**src/rtl/agg_core_pkg.sv**
```systemverilog
// agg_core_pkg -- shared definitions for the aggregation core.
//   NUM          : element magnitude width; elements are NUM+1 bits signed.
//   EW           : element width (NUM+1).
//   agg_state_t  : aggregation FSM state (ACCUM, EMIT).
//   cnt_w()      : width of the result count field for a given window size,
//                  wide enough to hold the value WIN itself.
package agg_core_pkg;

  localparam int NUM = 7;
  localparam int EW  = NUM + 1;

  typedef enum logic {
    ACCUM = 1'b0,
    EMIT  = 1'b1
  } agg_state_t;

  function automatic int cnt_w(input int win);
    return $clog2(win) + 1;
  endfunction

endpackage

```
**src/rtl/agg_core_if.sv**
```systemverilog
// agg_core_if -- element input and result output bundle of agg_core.
//   Upstream  : cdata (signed EW), cvalid, cflush -> core; cstop <- core.
//   Downstream: osum (signed SW), ocount, ovalid, [omin, omax] <- core;
//               ostop -> core.
//   omin/omax exist only when AGG_MINMAX_EN is defined.
//   Modports: slave = core side, master = environment side.
//
// Handshake: an element transfers on a rising edge where cvalid && !cstop;
// a result transfers on a rising edge where ovalid && !ostop. A producer
// holds its payload stable while it is valid and not yet taken.
interface agg_core_if
  import agg_core_pkg::*;
#(
  parameter int WIN = 16,
  parameter int SW  = NUM + 1 + $clog2(WIN)
);
  localparam int CW = cnt_w(WIN);

  logic [EW-1:0] cdata;
  logic          cvalid;
  logic          cflush;
  logic          cstop;

  logic [SW-1:0] osum;
  logic [CW-1:0] ocount;
  logic          ovalid;
  logic          ostop;
`ifdef AGG_MINMAX_EN
  logic [EW-1:0] omin;
  logic [EW-1:0] omax;
`endif

  modport slave (
    input  cdata, cvalid, cflush, ostop,
    output cstop, osum, ocount, ovalid
`ifdef AGG_MINMAX_EN
    , output omin, omax
`endif
  );

  modport master (
    output cdata, cvalid, cflush, ostop,
    input  cstop, osum, ocount, ovalid
`ifdef AGG_MINMAX_EN
    , input omin, omax
`endif
  );

endinterface

```
**src/rtl/agg_minmax.sv**
```systemverilog
// agg_minmax -- running signed minimum/maximum of a window.
//   clk, reset (async active-low)
//   clr   : clear both registers to 0 (window consumed)
//   upd   : an element is accepted this cycle
//   first : the accepted element is the first of its window (load directly)
//   din   : signed element
//   mn/mx : current signed minimum / maximum
module agg_minmax
  import agg_core_pkg::*;
(
  input  logic          clk,
  input  logic          reset,
  input  logic          clr,
  input  logic          upd,
  input  logic          first,
  input  logic [EW-1:0] din,
  output logic [EW-1:0] mn,
  output logic [EW-1:0] mx
);

  always_ff @(posedge clk or negedge reset) begin
    if (!reset) begin
      mn <= '0;
      mx <= '0;
    end else if (clr) begin
      mn <= '0;
      mx <= '0;
    end else if (upd) begin
      if (first || ($signed(din) < $signed(mn))) mn <= din;
      if (first || ($signed(din) > $signed(mx))) mx <= din;
    end
  end

endmodule

```
**src/rtl/agg_core.sv**
```systemverilog
// agg_core -- windowed signed aggregation (sum, count, optional min/max).
//   Parameters: WIN (window size, power of two 2..1024), SW (sum width).
//   clk       : clock, all state on rising edge
//   reset     : asynchronous active-low reset
//   bus       : agg_core_if.slave (element in, result out)
//   dbg_state : current FSM state
// Optional feature: define AGG_MINMAX_EN to add omin/omax tracking.
// Elements are summed until WIN are taken or an accepted element carries
// cflush; the result is then held in EMIT until consumed, during which the
// input is stalled (cstop) so the accumulators stay stable as the payload.
module agg_core
  import agg_core_pkg::*;
#(
  parameter int WIN = 16,
  parameter int SW  = NUM + 1 + $clog2(WIN)
)(
  input  logic        clk,
  input  logic        reset,
  agg_core_if.slave   bus,
  output agg_state_t  dbg_state
);

  localparam int CW = cnt_w(WIN);

  agg_state_t    state_q, state_d;
  logic [SW-1:0] sum_q;
  logic [CW-1:0] count_q;
  logic          accept;
  logic          consume;
  logic          close_win;

  // cstop is a pure state decode, so acceptance only needs cvalid and state.
  assign accept    = bus.cvalid && (state_q == ACCUM);
  assign consume   = (state_q == EMIT) && !bus.ostop;
  assign close_win = accept && (bus.cflush || (count_q == CW'(WIN - 1)));

  always_ff @(posedge clk or negedge reset) begin
    if (!reset) state_q <= ACCUM;
    else        state_q <= state_d;
  end

  always_comb begin
    state_d = state_q;
    case (state_q)
      ACCUM:   if (close_win) state_d = EMIT;
      EMIT:    if (consume)   state_d = ACCUM;
      default: state_d = ACCUM;
    endcase
  end

  always_ff @(posedge clk or negedge reset) begin
    if (!reset) begin
      sum_q   <= '0;
      count_q <= '0;
    end else if (consume) begin
      sum_q   <= '0;
      count_q <= '0;
    end else if (accept) begin
      sum_q   <= sum_q + {{(SW - EW){bus.cdata[EW-1]}}, bus.cdata};
      count_q <= count_q + CW'(1);
    end
  end

  assign bus.cstop  = (state_q == EMIT);
  assign bus.ovalid = (state_q == EMIT);
  assign bus.osum   = sum_q;
  assign bus.ocount = count_q;
  assign dbg_state  = state_q;

`ifdef AGG_MINMAX_EN
  agg_minmax u_minmax (
    .clk   (clk),
    .reset (reset),
    .clr   (consume),
    .upd   (accept),
    .first (count_q == '0),
    .din   (bus.cdata),
    .mn    (bus.omin),
    .mx    (bus.omax)
  );
`endif

endmodule

```
**src/flat_wrapper.sv**
```systemverilog
// flat-port wrapper written by rule: the top's interface ports become plain ports
module agg_core_flat import agg_core_pkg::*;
#(
  parameter int WIN = 16,
  parameter int SW  = NUM + 1 + $clog2(WIN)
)
  (clk, reset, dbg_state, bus_cdata, bus_cvalid, bus_cflush, bus_ostop, bus_cstop, bus_osum, bus_ocount, bus_ovalid);
  agg_core_if #(.WIN(WIN), .SW(SW)) bus_i ();
  input  logic clk;
  input  logic reset;
  output agg_state_t dbg_state;
  input wire logic [$bits(bus_i.cdata)-1:0] bus_cdata;
  input wire logic [$bits(bus_i.cvalid)-1:0] bus_cvalid;
  input wire logic [$bits(bus_i.cflush)-1:0] bus_cflush;
  input wire logic [$bits(bus_i.ostop)-1:0] bus_ostop;
  output wire logic [$bits(bus_i.cstop)-1:0] bus_cstop;
  output wire logic [$bits(bus_i.osum)-1:0] bus_osum;
  output wire logic [$bits(bus_i.ocount)-1:0] bus_ocount;
  output wire logic [$bits(bus_i.ovalid)-1:0] bus_ovalid;
  assign bus_i.cdata = bus_cdata;
  assign bus_i.cvalid = bus_cvalid;
  assign bus_i.cflush = bus_cflush;
  assign bus_i.ostop = bus_ostop;
  assign bus_cstop = bus_i.cstop;
  assign bus_osum = bus_i.osum;
  assign bus_ocount = bus_i.ocount;
  assign bus_ovalid = bus_i.ovalid;
  agg_core #(.WIN(WIN), .SW(SW)) u_core (.clk(clk), .reset(reset), .bus(bus_i), .dbg_state(dbg_state));
endmodule
```
**config.mk**
```make
export PLATFORM = sky130hd
export DESIGN_NAME = agg_core_flat
export DESIGN_NICKNAME = d
export VERILOG_FILES = /design/src/rtl/agg_core_pkg.sv /design/src/rtl/agg_core_if.sv /design/src/rtl/agg_minmax.sv /design/src/rtl/agg_core.sv /design/src/flat_wrapper.sv
export SDC_FILE = /design/constraint.sdc
export NUM_CORES = 1
export LEC_CHECK = 0
export BUFFER_PORTS_ARGS = -buffer_cell sky130_fd_sc_hd__buf_4
export CAP_MARGIN = 0
export CORE_MARGIN = 4
export CORE_UTILIZATION = 46
export CTS_CLUSTER_SIZE = 30
export DETAILED_ROUTE_END_ITERATION = 16
export GPL_ROUTABILITY_DRIVEN = 0
export PLACE_DENSITY = 0.74
export SYNTH_ARGS = -nofsm -noshare
export SYNTH_HDL_FRONTEND = slang
export SYNTH_HIERARCHICAL = 1
export SYNTH_SLANG_ARGS = --single-unit
```
**constraint.sdc**
```tcl
create_clock -name clk -period 1.9 [get_ports clk]
set_clock_uncertainty 0.15 [all_clocks]
set_input_delay 0.19 -clock clk [delete_from_list [all_inputs] [get_ports clk]]
set_output_delay 0.19 -clock clk [all_outputs]
set_load 0.01 [all_outputs]
```
==> impl_metrics.yaml, run 1 <==
outcome:
  outcome: "complete, but fails checks"
  violations: "hold timing, setup timing"
critical_path:
  cp_data_required_time_ns: 1.97
  cp_max_fo: 3
  worst_setup_path_start_kind: "flip-flop"
  reg2reg_depth: 7
  cp-startpoint: "u_core/bus.osum[2]"
  rrSetupSlack_ns: -0.16
  path_buf_inv: 0
  worstPathCellList: "ha_1 -> o211ai_1 -> o211ai_1 -> a21oi_2 -> xor2_1 -> a21oi_1 -> o22ai_1"
  cp_top_family: "compound AO/OA/AOI/OAI gates"
  worstSetupEndpoint: "u_core/bus.osum[11]"
  critical_path.max_stage_delay_ns: 0.41
  cp.depth: 7
  rr_startpoint: "u_core/bus.osum[2]"
  crit_path_frequent_cell: "o211ai_1"
  crit_type: "reg2reg"
  endpoint_kind: "flip-flop"
  worstPathArrival_ns: 2.13
  worstReg2RegEnd: "u_core/bus.osum[11]"
  crit_slowest_cell: "dfrtp_1"
die:
  rows: 18
  initial_core_util_pct: 48.4
  dieArea_sq_mm: 0.00351
  io_pins: 33
  die_x_um: 59.3
  chipHeight_um: 59.3
  coreArea_sq_mm: 0.00250
placed_design:
  hpwl_um: 2220
  portBuffers: 32
  place_ws_ns: -0.100
final_layout:
  nets: 205
  area_growth_pct: 41.8
  fillers: 202
  utilization_pct: 68.6
  diodes: 0
  multi_input_area_sq_um: 782
  drive_gt1_share_pct: 41.2
  ff_latch_area_sq_um: 452
logic_synthesis:
  syn_inst: 126
  synth_nets: 153
  synthAdderAreaFrac_pct: 15.1
  syn-cell-area_sq_mm: 0.00121
  yosysUniqueCellTypes: 35
  synth_compound_area_share_pct: 25.0
  synthMuxAreaShare_pct: 0
  synth_top_family_by_area: "compound AO/OA/AOI/OAI gates"
  synth-xor-area-share_pct: 7.24
  yosys.area_share.simple_pct: 11.6
  synth-seq-cells: 18
  seq_area_frac_synth_pct: 37.2
  avgSynthCellArea_sq_um: 9.60
  yosysWarningCount: 6
power:
  power.share.clock_pct: 9.5
  pwr-share-comb_pct: 64.3
  ir_worst_vdd_v: 0.000962
  switching_power_mw: 1.09
  intPower_mw: 1.53
  p_sw_share_pct: 41.5
  power_per_cell_area_mw_per_mm2: 1530
  p_leak_nw: 0.820
  seq_power_share_pct: 26.2
job:
  drv_cap: 0
clock_network:
  clk_latency_ns: 0.30
  root_buffer: "clkbuf_4"
  clk_pin_slew_worst_paths_ns: 0.12
  cts_max_level: 1
  numClockSinks: 18
  cts_made_buffers: 3
  cts_tree: "done"
  cts_buffer_depth: 2
route:
  post_drt_wl_per_cell_um: 15.3
  drt_first_pass_iters: 4
  vias: 1128
  routed_wl_um: 3180
  drt-initial-drc-count: 47
  vias_per_cell: 5.45
  drtAntennaViolNets: 0
  post-route-drc-count: 0
timing:
  finalSetupViolCount: 5
  fin_crit_ns: 2.06
  hold_viol: 1
  hold_slack_ns: -0.000628
  tightest_slew_ns: 0.479
  finalCritPeriodShare_pct: 108
  layout_setup_ws_ns: -0.157
  max-slew-margin-rel_pct: 68.1
  maxSlewViolCount: 0
  rsz0062_at_grt: "yes"
  fmax_mhz: 486
grt:
  grt_max_degree: 19
  antenna_found_initial: 0
  grt_use_total_pct: 19.1
  grt_pass1_wl_um: 5140
  grt_pass1_vias: 1163
  overflow: 0
min_path:
  holdCritPathClass: "in2reg"
## through the flow
| step | power [mW] | TNS [ns] | cells | area, sq um |
|---|---|---|---|---|
| 3_3_place_gp | 2.13 | -0.0611 | 198 | 1580 |
| 4_1_cts | 2.53 | -0.219 | 205 | 1690 |
| 2_1_floorplan | 1.56 | -0.113 | 126 | 1220 |
| 3_5_place_dp | 2.19 | -0.433 | 198 | 1580 |
| 5_1_grt | 2.82 | -1.01 | 207 | 1720 |
| 6_report | 2.62 | -0.456 | 207 | 1720 |
## how the worst min path moves through the flow
stage,start,end,slack [ns],depth (start not counted)
after floorplan,reset,u_core/bus.cstop,-0.26,0
after global placement,reset,u_core/bus.osum[2],-0.08,1
after detailed placement,reset,u_core/bus.osum[3],-0.07,1
after CTS,bus_ostop,u_core/bus.cstop,0.001,3
after global routing,bus_ostop,u_core/bus.cstop,0.02,3
final,bus_ostop,u_core/bus.cstop,-0.0006,3
## cell families after synthesis
logic type / Yosys count
XOR/XNOR: 10
adder cells (fa/ha/maj): 14
buffers and inverters: 9
AO/OA/AOI/OAI: 46
flip-flops: 18
AND/OR/NAND/NOR: 29
## tightest hold or removal path, stage by stage
cell and delay [ns]:
buf_4 0.09, nand2_1 0.06, o21ai_0 0.08
## cell usage after synthesis, drive strengths merged
| cell type | instances | share of area (%) |
|---|---|---|
| and2 | 1 | 0.52 |
| xnor2 | 3 | 2.2 |
| nor2b | 2 | 1.0 |
| o31ai | 1 | 0.62 |
| nand2 | 17 | 5.3 |
| buf | 4 | 2.3 |
| a22o | 3 | 2.2 |
| dfrtp | 18 | 37 |
| nand2b | 1 | 0.52 |
| fa | 1 | 1.7 |
| nand3 | 1 | 0.83 |
| o22ai | 1 | 0.52 |
| nand4 | 2 | 1.0 |
| o21ai | 16 | 6.9 |
| ha | 13 | 13 |
| and3 | 1 | 0.52 |
| nor2 | 4 | 1.9 |
| inv | 4 | 1.2 |
| a31oi | 2 | 1.6 |
| a41oi | 2 | 1.4 |
| a21o | 3 | 1.9 |
| a21boi | 1 | 0.62 |
| xor2 | 7 | 5.1 |
| a211oi | 2 | 1.7 |
| clkbuf | 1 | 0.31 |
| a21oi | 12 | 5.6 |
| o211ai | 2 | 1.2 |
| a21bo | 1 | 0.83 |
## registers in the layout, indices dropped and copies added (netlist names)
signal             flops
u_core/bus.cstop       1
u_core/bus.ocount      5
u_core/bus.osum       12
## metal layers
metal,wire length (um),GRT usage (%)
met1,1380,22.6
met2,1630,34.8
met3,153,3.49
met4,12,5.50
met5,0,0
## power by group through the flow
stage / Sequential, mW / Clock [mW] / Combinational (mW)
4_1_cts: 0.688 / 0.252 / 1.59
2_1_floorplan: 0.734 / 0 / 0.824
3_3_place_gp: 0.668 / 0 / 1.46
6_report: 0.686 / 0.249 / 1.68
5_1_grt: 0.718 / 0.271 / 1.83
3_5_place_dp: 0.680 / 0 / 1.51
## layout by cell type (no fill, tap or decap), types with 4 or more instances in the layout
cell type	instances
inv_1	4
ha_1	9
buf_4	51
a21oi_1	9
o21ai_0	8
o21ai_1	6
xor2_1	7
nand2_1	17
dfrtp_1	17
## timing repair
item,4_1_cts,5_1_grt
hold buffers,1,0
gates cloned,0,0
buffers inserted,2,2
hold endpoints to repair,18,0
setup endpoints to repair,6,7
resized for setup,5,3
pin swaps,6,4
## layout make-up
cell class                 instances  share of cell area, %
multi-input combinational         99                   45.6
sequential                        18                   26.3
timing repair buffer              52                   22.9
tap                               30                   2.19
clock buffer                       4                   2.12
inverter                           4                  0.875
Power figures use the tool's default switching activity.
==> run 2: changes to the inputs <==
ABC_AREA = 1   (was not set)
CORE_UTILIZATION = 53   (was 46)
PLACE_DENSITY = 0.79   (was 0.74)
clock period = 2 ns   (was 1.9 ns; I/O delays follow)
==> run 2 against run 1 <==
The run now ends clean; combinational power down 21%; count of clock-buffer cells in the layout did not move; final cell count grew 25%; cell area shrank 3.3%; sequential power is 7.0% lower; register-to-register slack improved by 0.31 ns; via count increased by 21%; fmax grew 12%; hold slack better by 0.068 ns; die area shrank 1.7%; flip-flop and latch count did not move; area after synthesis up 13%; largest cell class unchanged.
==> impl_metrics.yaml, run 2 <==
final_layout:
  diodes: 0
  fillers: 239
  drive_gt1_share_pct: 18.4
  ff_latch_area_sq_um: 450
  nets: 256
  mostFrequentLayoutCells: "68 x nand2_1, 32 x buf_4, 28 x inv_1"
  fin_cells: 258
  layout_commonest_cell: "nand2_1"
  largest_reg_flops: 12
  area_growth_pct: 21.4
  multi_input_area_sq_um: 779
logic_synthesis:
  synth_top_cell_by_area: "dfrtp_1"
  synth_most_common_cell: "nand2_1"
  yosysWarningCount: 6
  synth_top_area_share_pct: 33.0
  syn-cell-area_sq_mm: 0.00137
  yosysUniqueCellTypes: 21
  ys.flop_type: "dfrtp_1"
  syn_inst: 195
  seq_area_frac_synth_pct: 33.0
  netlist_top_cells_count: "68 x nand2_1, 28 x inv_1, 18 x dfrtp_1, 15 x nor2_1"
  avgSynthCellArea_sq_um: 7.01
  ys_async_sr_fraction_pct: 100
  synth_edf_count: 0
  synthTopCellsByArea: "dfrtp_1 33%, nand2_1 19%, ha_1 12%"
  synth-seq-cells: 18
  synth_nets: 222
min_path:
  min_delay_path_depth: 3
  hp-start: "bus_cvalid"
  holdCritPathClass: "in2reg"
  worstHoldEndpoint: "u_core/bus.cstop"
critical_path:
  worstReg2RegEnd: "u_core/bus.osum[6]"
  worst_setup_path_start_kind: "flip-flop"
  reg2reg_depth: 8
  worstPathArrival_ns: 1.89
  cp_data_required_time_ns: 2.05
  cp_max_fo: 4
  endpoint_kind: "flip-flop"
  crit_type: "reg2reg"
  rrSetupSlack_ns: 0.16
  rr_startpoint: "u_core/bus.osum[0]"
timing:
  fmax_mhz: 543
  fin_crit_ns: 1.84
  finalSetupViolCount: 0
  maxSlewViolCount: 0
  tns_ns: 0
  rsz0062_at_grt: "no"
  finalCritPeriodShare_pct: 92.1
  hold_viol: 0
  max-slew-margin-rel_pct: 68.3
  tightest_slew_ns: 0.475
grt:
  grt_max_degree: 19
  overflow: 0
  gr-max-usage-layer: "met2"
  antenna_found_initial: 0
  grt_use_met2_pct: 34.7
  grt_use_total_pct: 20.3
  grt_pass1_vias: 1264
  grtUsageMet1_pct: 26.3
  grtUsageMet3_pct: 2.63
  grt_pass1_wl_um: 5490
route:
  post_drt_wl_per_cell_um: 12.6
  post-route-drc-count: 0
  drtAntennaViolNets: 0
  drt-initial-drc-count: 42
  vias: 1362
  drt_first_pass_iters: 4
  vias_per_cell: 5.28
  routed_wl_um: 3250
power:
  p_leak_nw: 0.966
  ir_worst_vdd_v: 0.000933
  power_per_cell_area_mw_per_mm2: 1320
clock_network:
  cts_tree: "done"
  numClockSinks: 18
  cts_buffer_depth: 2
  root_buffer: "clkbuf_4"
  cts_made_buffers: 3
  clk_latency_ns: 0.30
  clk_pin_slew_worst_paths_ns: 0.12
  cts_max_level: 1
job:
  drv_cap: 0
die:
  io_pins: 33
  dieArea_sq_mm: 0.00345
  chipHeight_um: 58.8
  die_x_um: 58.8
  rows: 18
  coreArea_sq_mm: 0.00248
  initial_core_util_pct: 55.2
placed_design:
  portBuffers: 32
  hpwl_um: 2550
  dp.cells: 253
outcome:
  outcome: "completed"
==> run 2: changes by cell type after synthesis, moves of 2 or more <==
| cell | change |
|---|---|
| a21o_1 | -3 |
| a41oi_1 | -2 |
| inv_1 | +24 |
| nand2_1 | +51 |
| nand3_1 | +13 |
| nand4_1 | +2 |
| nor2_1 | +12 |
| nor2b_1 | -2 |
| o211ai_1 | -2 |
| o21ai_1 | -4 |
| xnor2_1 | -2 |
| xor2_1 | -7 |
==> run 2: critical path, stage by stage, from the launching register on <==
cell,delay [ns]
dfrtp_1,0.42
ha_1,0.23
fa_2,0.39
nand3_1,0.11
nand3_2,0.10
nand2_1,0.09
nand2_1,0.05
o21ai_0,0.15
o21ai_1,0.07
==> run 2: cell type report <==
| type | instances | area share (%) |
|---|---|---|
| tap | 30 | 2.26 |
| multi-input combinational | 145 | 47.0 |
| sequential | 18 | 27.1 |
| timing repair buffer | 33 | 15.1 |
| inverter | 28 | 6.33 |
| clock buffer | 4 | 2.19 |
==> run 2: kinds of logic after synthesis <==
kind of cell	Yosys count	synth area share, %
simple gates	103	31.3
buf+inv	32	10.2
compound gates	27	11.5
flops	18	33.0
fa+ha+maj	14	13.4
xor+xnor	1	0.641
==> run 2: metrics by stage <==
step | util [%] | setup WS, ns | area, sq um | hold WS, ns | power, mW
detailed placement | 65.0 | 0.104 | 1610 | -0.0592 | 1.95
CTS | 66.9 | 0.0907 | 1660 | 0.0469 | 2.19
global placement | 65.0 | 0.177 | 1610 | -0.0632 | 1.91
finish | 67.0 | 0.158 | 1660 | 0.0676 | 2.19
floorplan | - | 0.183 | 1370 | -0.246 | 1.52
global route | 67.0 | 0.0532 | 1660 | 0.0373 | 2.42
==> run 2: worst max-delay path by stage <==
stage	start	end	slack, ns	cells after the start
after CTS	u_core/bus.osum[0]	u_core/bus.osum[6]	0.09	8
after global routing	u_core/bus.osum[0]	u_core/bus.osum[6]	0.05	8
after global placement	u_core/bus.osum[0]	u_core/bus.osum[6]	0.18	8
final	u_core/bus.osum[0]	u_core/bus.osum[6]	0.16	8
after floorplan	u_core/bus.osum[0]	u_core/bus.osum[6]	0.18	8
after detailed placement	u_core/bus.osum[0]	u_core/bus.osum[6]	0.10	8
==> run 2: layer usage <==
| metal | wire [um] | vias to the layer above |
|---|---|---|
| li1 | - | 693 |
| met1 | 1380 | 615 |
| met2 | 1610 | 52 |
| met3 | 234 | 2 |
| met4 | 23 | 0 |
| met5 | 0 | - |
==> run 2: what timing repair did <==
action                                 in CTS  in global routing
setup endpoints to repair                   0                  1
buffers inserted                            0                  0
endpoints found under the hold margin      18                  0
hold buffers                                1                  0
resized for setup                           0                  1
==> run 2: power by group <==
part / internal [mW] / switching (mW)
logic: 0.566 / 0.752
registers: 0.504 / 0.134
clock network: 0.111 / 0.122
==> run 3: changes to the inputs <==
CORE_UTILIZATION = 30   (was 53)
PLACE_DENSITY = not set   (was 0.79)
==> run 3 against run 2 <==
Clock power rose by 31%; critical path depth is the same; flip-flop and latch count stayed put; critical path type unchanged; critical endpoint unchanged.
==> impl_metrics.yaml, run 3 (synthesis gave the netlist of run 2 again) <==
route:
  drt-initial-drc-count: 44
  vias_per_cell: 4.53
  routed_wl_um: 3190
  drtAntennaViolNets: 0
  post-route-drc-count: 0
  post_drt_wl_per_cell_um: 11.4
  vias: 1272
  drt_first_pass_iters: 4
min_path:
  hp-start: "bus_cvalid"
  holdCritPathClass: "in2reg"
  min_delay_path_depth: 3
critical_path:
  worstPathCellList: "ha_1 -> fa_2 -> nand3_1 -> nand3_2 -> nand2_1 -> nand2_1 -> o21ai_0 -> o21ai_1"
  rr_startpoint: "u_core/bus.osum[0]"
  worst_setup_path_start_kind: "flip-flop"
  worstPathArrival_ns: 1.83
  reg2reg_depth: 8
  cp_data_required_time_ns: 2.00
  critical_path.max_stage_delay_ns: 0.40
  crit_type: "reg2reg"
  crit_path_frequent_cell: "nand2_1"
  endpoint_kind: "flip-flop"
  crit_slowest_cell: "dfrtp_1"
  cp_max_fo: 4
  cp-startpoint: "u_core/bus.osum[0]"
timing:
  fmax_mhz: 545
  max-slew-margin-rel_pct: 67.8
  tightest_slew_ns: 0.483
  maxSlewViolCount: 0
  finalSetupViolCount: 0
  finalCritPeriodShare_pct: 91.7
  rsz0062_at_grt: "no"
  layout_setup_ws_ns: 0.166
  hold_viol: 0
  tns_ns: 0
  fin_crit_ns: 1.83
clock_network:
  cts_buffer_depth: 2
  numClockSinks: 18
  cts_made_buffers: 3
  root_buffer: "clkbuf_8"
  clk_latency_ns: 0.26
  cts_setup_buffers: 0
  clk_pin_slew_worst_paths_ns: 0.07
  cts_tree: "done"
  cts_max_level: 1
placed_design:
  place_area_sq_mm: 0.00165
  place_ws_ns: 0.118
  portBuffers: 32
  dp.cells: 276
  hpwl_um: 2530
grt:
  grt_use_total_pct: 12.1
  grt_pass1_wl_um: 5380
  grt_max_degree: 19
  overflow: 0
  grt_pass1_vias: 1211
  antenna_found_initial: 0
final_layout:
  layout_commonest_cell: "nand2_1"
  mostFrequentLayoutCells: "68 x nand2_1, 33 x buf_4, 28 x inv_1"
  fin_cells: 281
  drive_gt1_share_pct: 18.8
  area_growth_pct: 25.4
  nets: 257
  stdcell_area_sq_mm: 0.00171
  fillers: 471
  largest_reg_flops: 12
  diodes: 0
  utilization_pct: 39.1
die:
  io_pins: 33
  coreArea_sq_mm: 0.00438
  rows: 24
  initial_core_util_pct: 31.2
  dieArea_sq_mm: 0.00570
  chipHeight_um: 75.5
  die_x_um: 75.5
job:
  drv_cap: 0
power:
  p_leak_nw: 0.979
  power_per_cell_area_mw_per_mm2: 1310
  ir_worst_vdd_v: 0.000455
outcome:
  outcome: "completed"
==> run 3: cell count changes in the layout (fill, tap and decap cells not counted), sizes merged <==
cell	delta
buf	+1
==> run 3: final cells by class <==
cell class | count | area [sq um] | share of cell area, %
timing repair buffer | 34 | 258 | 15.0
tap | 52 | 65.1 | 3.80
sequential | 18 | 450 | 26.3
inverter | 28 | 105 | 6.14
clock buffer | 4 | 55.1 | 3.21
multi-input combinational | 145 | 779 | 45.5
==> run 3: path summary, 6_finish.rpt <==
| kind | end | slack, ns |
|---|---|---|
| max | u_core/bus.osum[6] | 0.17 |
| min | u_core/bus.cstop | 0.08 |
| max reg2reg | u_core/bus.osum[6] | 0.17 |
| min reg2reg | u_core/bus.osum[3] | 0.37 |
| max in group asynchronous | u_core/bus.ocount[3] | 1.29 |
| min in group asynchronous | u_core/bus.osum[11] | 0.20 |
==> run 3: stage by stage <==
step | hold WS, ns | total power, mW
2_1_floorplan | -0.246 | 1.52
3_3_place_gp | -0.0549 | 1.94
3_5_place_dp | -0.0526 | 1.95
4_1_cts | 0.0710 | 2.28
5_1_grt | 0.0936 | 2.50
6_report | 0.0756 | 2.24
==> run 3: per-layer routing <==
metal | up-vias | wire [um] | global-route usage [%]
met4 | 0 | 14 | 2.33
met5 | - | 0 | 0
met2 | 22 | 1510 | 19.7
met1 | 555 | 1530 | 16.6
met3 | 2 | 138 | 2.90
li1 | 693 | - | -
==> run 3: timing repair <==
item | in CTS | in global routing
gates resized for setup | 0 | 1
endpoints found under the setup margin | 0 | 1
endpoints found under the hold margin | 18 | 0
hold buffers | 1 | 0
==> run 3: where the power goes <==
part	internal, mW	leakage, nW	switching, mW
combinational	0.570	0.719	0.735
sequential	0.505	0.230	0.128
clock	0.175	0.0288	0.131
total	1.25	0.979	0.994
==> run 3: critical path, delay by kind of cell, from the launching register on <==
kind	cells	cell delay, ns
fa+ha+maj	2	0.62
flops	1	0.40
simple gates	4	0.33
compound gates	2	0.22
